--- config.mk ---
export PLATFORM = sky130hd
export DESIGN_NAME = conv_output_scheduler
export DESIGN_NICKNAME = d
export VERILOG_FILES = /design/src/rtl/conv_output_scheduler.sv
export SDC_FILE = /design/constraint.sdc
export NUM_CORES = 1
export LEC_CHECK = 0
export CORE_UTILIZATION = 30
export DETAILED_ROUTE_END_ITERATION = 10
export DONT_BUFFER_PORTS = 1
export PLACE_DENSITY_LB_ADDON = 0.3
export SYNTH_ARGS = -nofsm -noshare
export SYNTH_HDL_FRONTEND = slang
export SYNTH_SLANG_ARGS = --single-unit
--- constraint.sdc ---
create_clock -name clk -period 11.9 [get_ports clk]
set_input_delay 0.595 -clock clk [delete_from_list [all_inputs] [get_ports clk]]
set_output_delay 0.595 -clock clk [all_outputs]
set_load 0.02 [all_outputs]
--- src/rtl/conv_output_scheduler.sv ---
// Serialises rows of kernel results from a 2-entry queue into one feature-map RAM word per cycle.
// Optional build macro CONV_OUT_RELU_EN clamps negative words to zero in the output register.
module conv_output_scheduler #(
    parameter int KERNEL_NUM   = 6,
    parameter int DATA_WIDTH   = 16,
    parameter int TOTAL_WEIGHT = 3,
    parameter int TOTAL_SHIFT  = 6,
    parameter int ADDR_WIDTH   = 8
) (
    input  logic                             clk,
    input  logic                             rst_n,
    input  logic                             enable,
    input  logic                             result_valid,
    input  logic [KERNEL_NUM*DATA_WIDTH-1:0] result_data,
    input  logic [1:0]                       result_idx,
    input  logic [2:0]                       result_row,
    output logic                             wr_en,
    output logic [ADDR_WIDTH-1:0]            wr_addr,
    output logic signed [DATA_WIDTH-1:0]     wr_data,
    output logic                             busy,
    output logic                             overflow,
    output logic                             image_write_fin
);

    localparam int ROW_W = KERNEL_NUM * DATA_WIDTH;
    localparam int COL_W = (KERNEL_NUM > 1) ? $clog2(KERNEL_NUM) : 1;
    localparam logic [COL_W-1:0] COL_LAST = COL_W'(KERNEL_NUM - 1);
    localparam logic [1:0]       IDX_LAST = 2'(TOTAL_WEIGHT - 1);
    localparam logic [2:0]       ROW_LAST = 3'(TOTAL_SHIFT - 1);

    typedef enum logic {IDLE, DRAIN} state_t;

    state_t                    state_q, state_d;
    logic [COL_W-1:0]          col_q, col_d;

    logic [ROW_W-1:0]          fifo_data [2];
    logic [1:0]                fifo_idx  [2];
    logic [2:0]                fifo_row  [2];
    logic                      fifo_last [2];
    logic                      wr_ptr, rd_ptr;
    logic [1:0]                count, cnt_d;

    logic                      push, pop, drop;
    logic                      vld_p0;
    logic signed [DATA_WIDTH-1:0] head_word_p0;
    logic [ADDR_WIDTH-1:0]     addr_p0;
    logic                      last_wr_p1;

    function automatic logic [ADDR_WIDTH-1:0] calc_addr(
        input logic [1:0]       idx,
        input logic [2:0]       row,
        input logic [COL_W-1:0] col
    );
        logic [ADDR_WIDTH-1:0] base;
        base = ADDR_WIDTH'(idx) * ADDR_WIDTH'(TOTAL_SHIFT) + ADDR_WIDTH'(row);
        return base * ADDR_WIDTH'(KERNEL_NUM) + ADDR_WIDTH'(col);
    endfunction

    function automatic logic signed [DATA_WIDTH-1:0] relu_clamp(
        input logic signed [DATA_WIDTH-1:0] x
    );
`ifdef CONV_OUT_RELU_EN
        return x[DATA_WIDTH-1] ? {DATA_WIDTH{1'b0}} : x;
`else
        return x;
`endif
    endfunction

    // Stage p0: queue bookkeeping, drain FSM and column select
    always_comb begin
        pop  = (state_q == DRAIN) && enable && (col_q == COL_LAST);
        // A pop frees a slot in the same cycle, so a full queue still accepts a row
        push = result_valid && ((count != 2'd2) || pop);
        drop = result_valid && !push;

        case ({push, pop})
            2'b10:   cnt_d = count + 2'd1;
            2'b01:   cnt_d = count - 2'd1;
            default: cnt_d = count;
        endcase

        state_d = state_q;
        col_d   = col_q;
        vld_p0  = 1'b0;
        if (state_q == IDLE) begin
            if (count != 2'd0) begin
                state_d = DRAIN;
                col_d   = '0;
            end
        end else if (enable) begin
            vld_p0 = 1'b1;
            if (pop) begin
                col_d   = '0;
                state_d = (cnt_d != 2'd0) ? DRAIN : IDLE;
            end else begin
                col_d = col_q + COL_W'(1);
            end
        end
    end

    always_comb begin
        head_word_p0 = '0;
        for (int c = 0; c < KERNEL_NUM; c++) begin
            if (col_q == COL_W'(c)) begin
                head_word_p0 = fifo_data[rd_ptr][c*DATA_WIDTH +: DATA_WIDTH];
            end
        end
        addr_p0 = calc_addr(fifo_idx[rd_ptr], fifo_row[rd_ptr], col_q);
    end

    // Queue payload carries no reset; count and pointers decide validity
    always_ff @(posedge clk) begin
        if (push) begin
            fifo_data[wr_ptr] <= result_data;
            fifo_idx[wr_ptr]  <= result_idx;
            fifo_row[wr_ptr]  <= result_row;
            fifo_last[wr_ptr] <= (result_idx == IDX_LAST) && (result_row == ROW_LAST);
        end
    end

    // Stage p1: registered write port and status flags
    always_ff @(posedge clk or posedge rst_n) begin
        if (rst_n) begin
            state_q         <= IDLE;
            col_q           <= '0;
            wr_ptr          <= 1'b0;
            rd_ptr          <= 1'b0;
            count           <= 2'd0;
            wr_en           <= 1'b0;
            wr_addr         <= '0;
            wr_data         <= '0;
            busy            <= 1'b0;
            overflow        <= 1'b0;
            last_wr_p1      <= 1'b0;
            image_write_fin <= 1'b0;
        end else begin
            state_q <= state_d;
            col_q   <= col_d;
            count   <= cnt_d;
            if (push) wr_ptr <= ~wr_ptr;
            if (pop)  rd_ptr <= ~rd_ptr;
            if (drop) overflow <= 1'b1;

            wr_en <= vld_p0;
            if (vld_p0) begin
                wr_addr <= addr_p0;
                wr_data <= relu_clamp(head_word_p0);
            end
            busy <= (cnt_d != 2'd0) || (state_d == DRAIN) || vld_p0;

            // Completion pulse trails the final word of the image by one cycle
            last_wr_p1      <= pop && fifo_last[rd_ptr];
            image_write_fin <= last_wr_p1;
        end
    end

endmodule

==> flow_summary_export.csv <==
group,metric,value,unit
grt,grt_max_degree,57,
clocking,cts_sinks,241,
floorplanning,chipHeight,185,um
critical_path,cp.arrival,5.07,ns
critical_path,critPathMaxFanout,56,
timing,rsz0062_at_grt,"false",
grt,grt_use_total,0.132,
worst_hold_path,hp-class,"input port to async pin",
pwr,peakVddDrop,155,uV
grt,grt_pass1_wl,33300,um
synthesis,syn_area,0.00999,mm^2
synthesis,yosysTopAreaCell,"edfxtp_1",
clocking,hold_buffers,0,
timing,slew_viol_final,0,
final_layout,layout.cells.most_common,"edfxtp_1",
clocking,numCtsBuffers,28,
detailed_routing,drc,0,
grt,grt_use_met1,0.156,
final_layout,final_cell_mix,"204 x edfxtp_1, 54 x mux2_2, 48 x mux2i_1",
critical_path,path_class,"register to register",
pwr,leakage,3.94,nW
clocking,cts_htree_levels,1,
clocking,cts-resized-gates,0,
synthesis,yosysSeqAreaShare,0.706,
timing,worst_pin_slew,1.01,ns
critical_path,cpPeakStageDelay,0.90,ns
floorplanning,die_w,185,um
clocking,cts.path.max_buffers,3,
final_layout,area_growth,13.3,%
detailed_routing,routed_wl,22300,um
floorplanning,initial_core_util,0.306,
clocking,cts_tree,"done",
critical_path,cpMostUsedCell,"ha_1",
detailed_routing,post_drt_wl_per_cell,20.2,um
timing,finalCritPeriodShare,0.391,
place,port_buffers,0,
synthesis,synth_edf_count,204,
detailed_routing,via_count,5231,
timing,fin_crit,4.65,ns
synthesis,syn_avg_cell_area,15.6,um^2
synthesis,synth_top_area_frac,0.613,
synthesis,synth-main-ff-cell,"edfxtp_1",
critical_path,critPathLaunchType,"register",
final_layout,fillers,3130,
timing,max_freq,215,MHz
floorplanning,die-area,0.0340,mm^2
detailed_routing,vias_per_cell,4.73,
grt,grt_use_met2,0.208,
flow_run,maxCapViolations,0,
grt,grt_pass1_vias,5386,
place,gp_congestion,0.729,
detailed_routing,drt_iter0_drc,275,
clocking,insertion_delay,0.54,ns
timing,relSlewSlack,0.320,
synthesis,synth_top_cells_by_area,"edfxtp_1 61%, dfrtp_1 9.3%, mux2_2 6.1%",
synthesis,ys_async_sr_fraction,0.154,
floorplanning,coreArea,0.0326,mm^2
synthesis,yosysWarnings,0,
synthesis,synth_cell_types,47,
grt,antenna_found_initial,1,
final_layout,drive_above_1_share,0.167,
clocking,cts_root_buffer,"clkbuf_16",
timing,finalSetupViolCount,0,
clocking,path_clk_slew,0.06,ns
grt,grt.overflow.total,0,
critical_path,cp.required,12.33,ns
detailed_routing,ant_nets,0,
critical_path,crit_path_top_delay_cell,"dfrtp_4",
place,post-dp-hpwl,14700,um
floorplanning,ios,133,
run_status,status,"finished clean",
synthesis,syn_inst,641,
final_layout,nNetsFinal,769,
timing,finClkSkew,0.0202,ns
pwr,p_per_area,286,mW/mm^2
grt,top_usage_layer,"met2",
floorplanning,fp-row-count,66,
timing,fin_setup_tns,0,ns
synthesis,synth_nets,766,
grt,met3_usage,0.0666,
critical_path,crit_chain,"buf_4 > mux2_2 > ha_1 > fa_1 > inv_1 > ha_1 > a211oi_1 > nor2_1 > nor4_1 > o2bb2ai_1 > nand3_1",
final_layout,final_util,0.347,
clocking,cts_setup_buffers,0,
detailed_routing,first_pass_iters,4,
timing,hold_viol_final,0,
critical_path,cp-end-kind,"register",
synthesis,ys_ff_latch,241,
final_layout,antenna_cells,0,
cells in the mapped netlist, types with 2 or more instances:
cell type  count
edfxtp_1     204
mux2_2        54
mux2i_1       48
nand2_1       45
a21oi_1       43
dfrtp_1       37
nor2_1        21
o21ai_0       19
ha_1          17
clkbuf_1      15
inv_1         15
o221ai_1      13
buf_2         10
a221oi_1       9
o22ai_1        9
o21ai_1        8
xnor2_1        8
nand2b_1       7
a2bb2oi_1      6
xor2_1         6
buf_6          5
buf_4          4
nor3_1         4
a211oi_1       3
fa_1           3
or2_2          3
a21o_1         2
a21oi_2        2
nand3_1        2
o31ai_1        2
power by group:
group	leakage [nW]	switching (W)	total [W]	internal, W
clock network	0.429	0.000333	0.000827	0.000493
registers	2.34	0.000176	0.00134	0.00116
logic	1.17	0.000625	0.00107	0.000447
logic make-up after synthesis:
logic type                 Yosys count  synth area share
adders and majority gates           20            0.0273
buffers and inverters               50            0.0253
muxes                              102             0.109
xor gates and xnor gates            14            0.0123
DFF                                241             0.706
AOI/OAI and AO/OA                  124            0.0804
and+or+nand+nor                     90            0.0401
registers in the layout (all words and copies together), names as in the netlist, 2 cells and up:
signal	flops
col_q	3
count	2
fifo_data	192
fifo_idx	4
fifo_last	2
fifo_row	6
wr_addr	8
wr_data	16
per-stage QoR:
step	cell area [um^2]	power, W	worst slack (ns)	std cells	hold slack [ns]
3_5_place_dp	10400	0.00245	7.15	1056	0.408
5_1_grt	11300	0.00345	6.93	1106	0.0962
4_1_cts	11300	0.00329	7.15	1106	0.0558
2_1_floorplan	9990	0.00220	5.82	641	0.331
6_report	11300	0.00324	7.25	1106	0.0555
3_3_place_gp	10400	0.00244	7.14	1056	0.405
routing by layer:
layer  up-vias  share of wire
met3        36           0.12
met1      2591           0.40
met5         -        0.00081
met2       142           0.46
met4         2          0.023
li1       2460              -
layout make-up:
cell class / instances / area (um^2) / share of cell area
multi-input cells: 350 / 2710 / 0.239
repair buffers: 7 / 52.6 / 0.00464
clock buffers: 31 / 712 / 0.0629
inverters: 16 / 60.1 / 0.00531
clock inverters: 19 / 179 / 0.0158
flip-flops and latches: 241 / 7060 / 0.623
well taps: 442 / 553 / 0.0489
worst max-delay path: cells and delay by family (launching register included):
| kind | cells | cell delay (ns) |
|---|---|---|
| and+or+nand+nor | 3 | 0.59 |
| DFF | 1 | 0.90 |
| adders and majority gates | 3 | 1.23 |
| AOI/OAI and AO/OA | 2 | 0.48 |
| buffers and inverters | 2 | 0.87 |
| muxes | 1 | 0.43 |
path summary, 6_finish.rpt:
| path | startpoint | to | slack (ns) | cells after the start |
|---|---|---|---|---|
| worst max-delay path | rd_ptr$_DFFE_PP0P_ | wr_addr[7]$_DFFE_PP0P_ | 7.25 | 11 |
| worst min-delay path | rst_n | wr_addr[0]$_DFFE_PP0P_ | 0.06 | 2 |
| worst max register to register | rd_ptr$_DFFE_PP0P_ | wr_addr[7]$_DFFE_PP0P_ | 7.25 | 11 |
| worst min register to register | last_wr_p1$_DFF_PP0_ | image_write_fin$_DFF_PP0_ | 0.41 | 0 |
| max in group asynchronous | rst_n | rd_ptr$_DFFE_PP0P_ | 11.43 | 2 |
| min in group clk | result_data[48] | fifo_data[0][48]$_DFFE_PP_ | 0.14 | 0 |
Note: power is estimated with default switching activity, not from simulation.
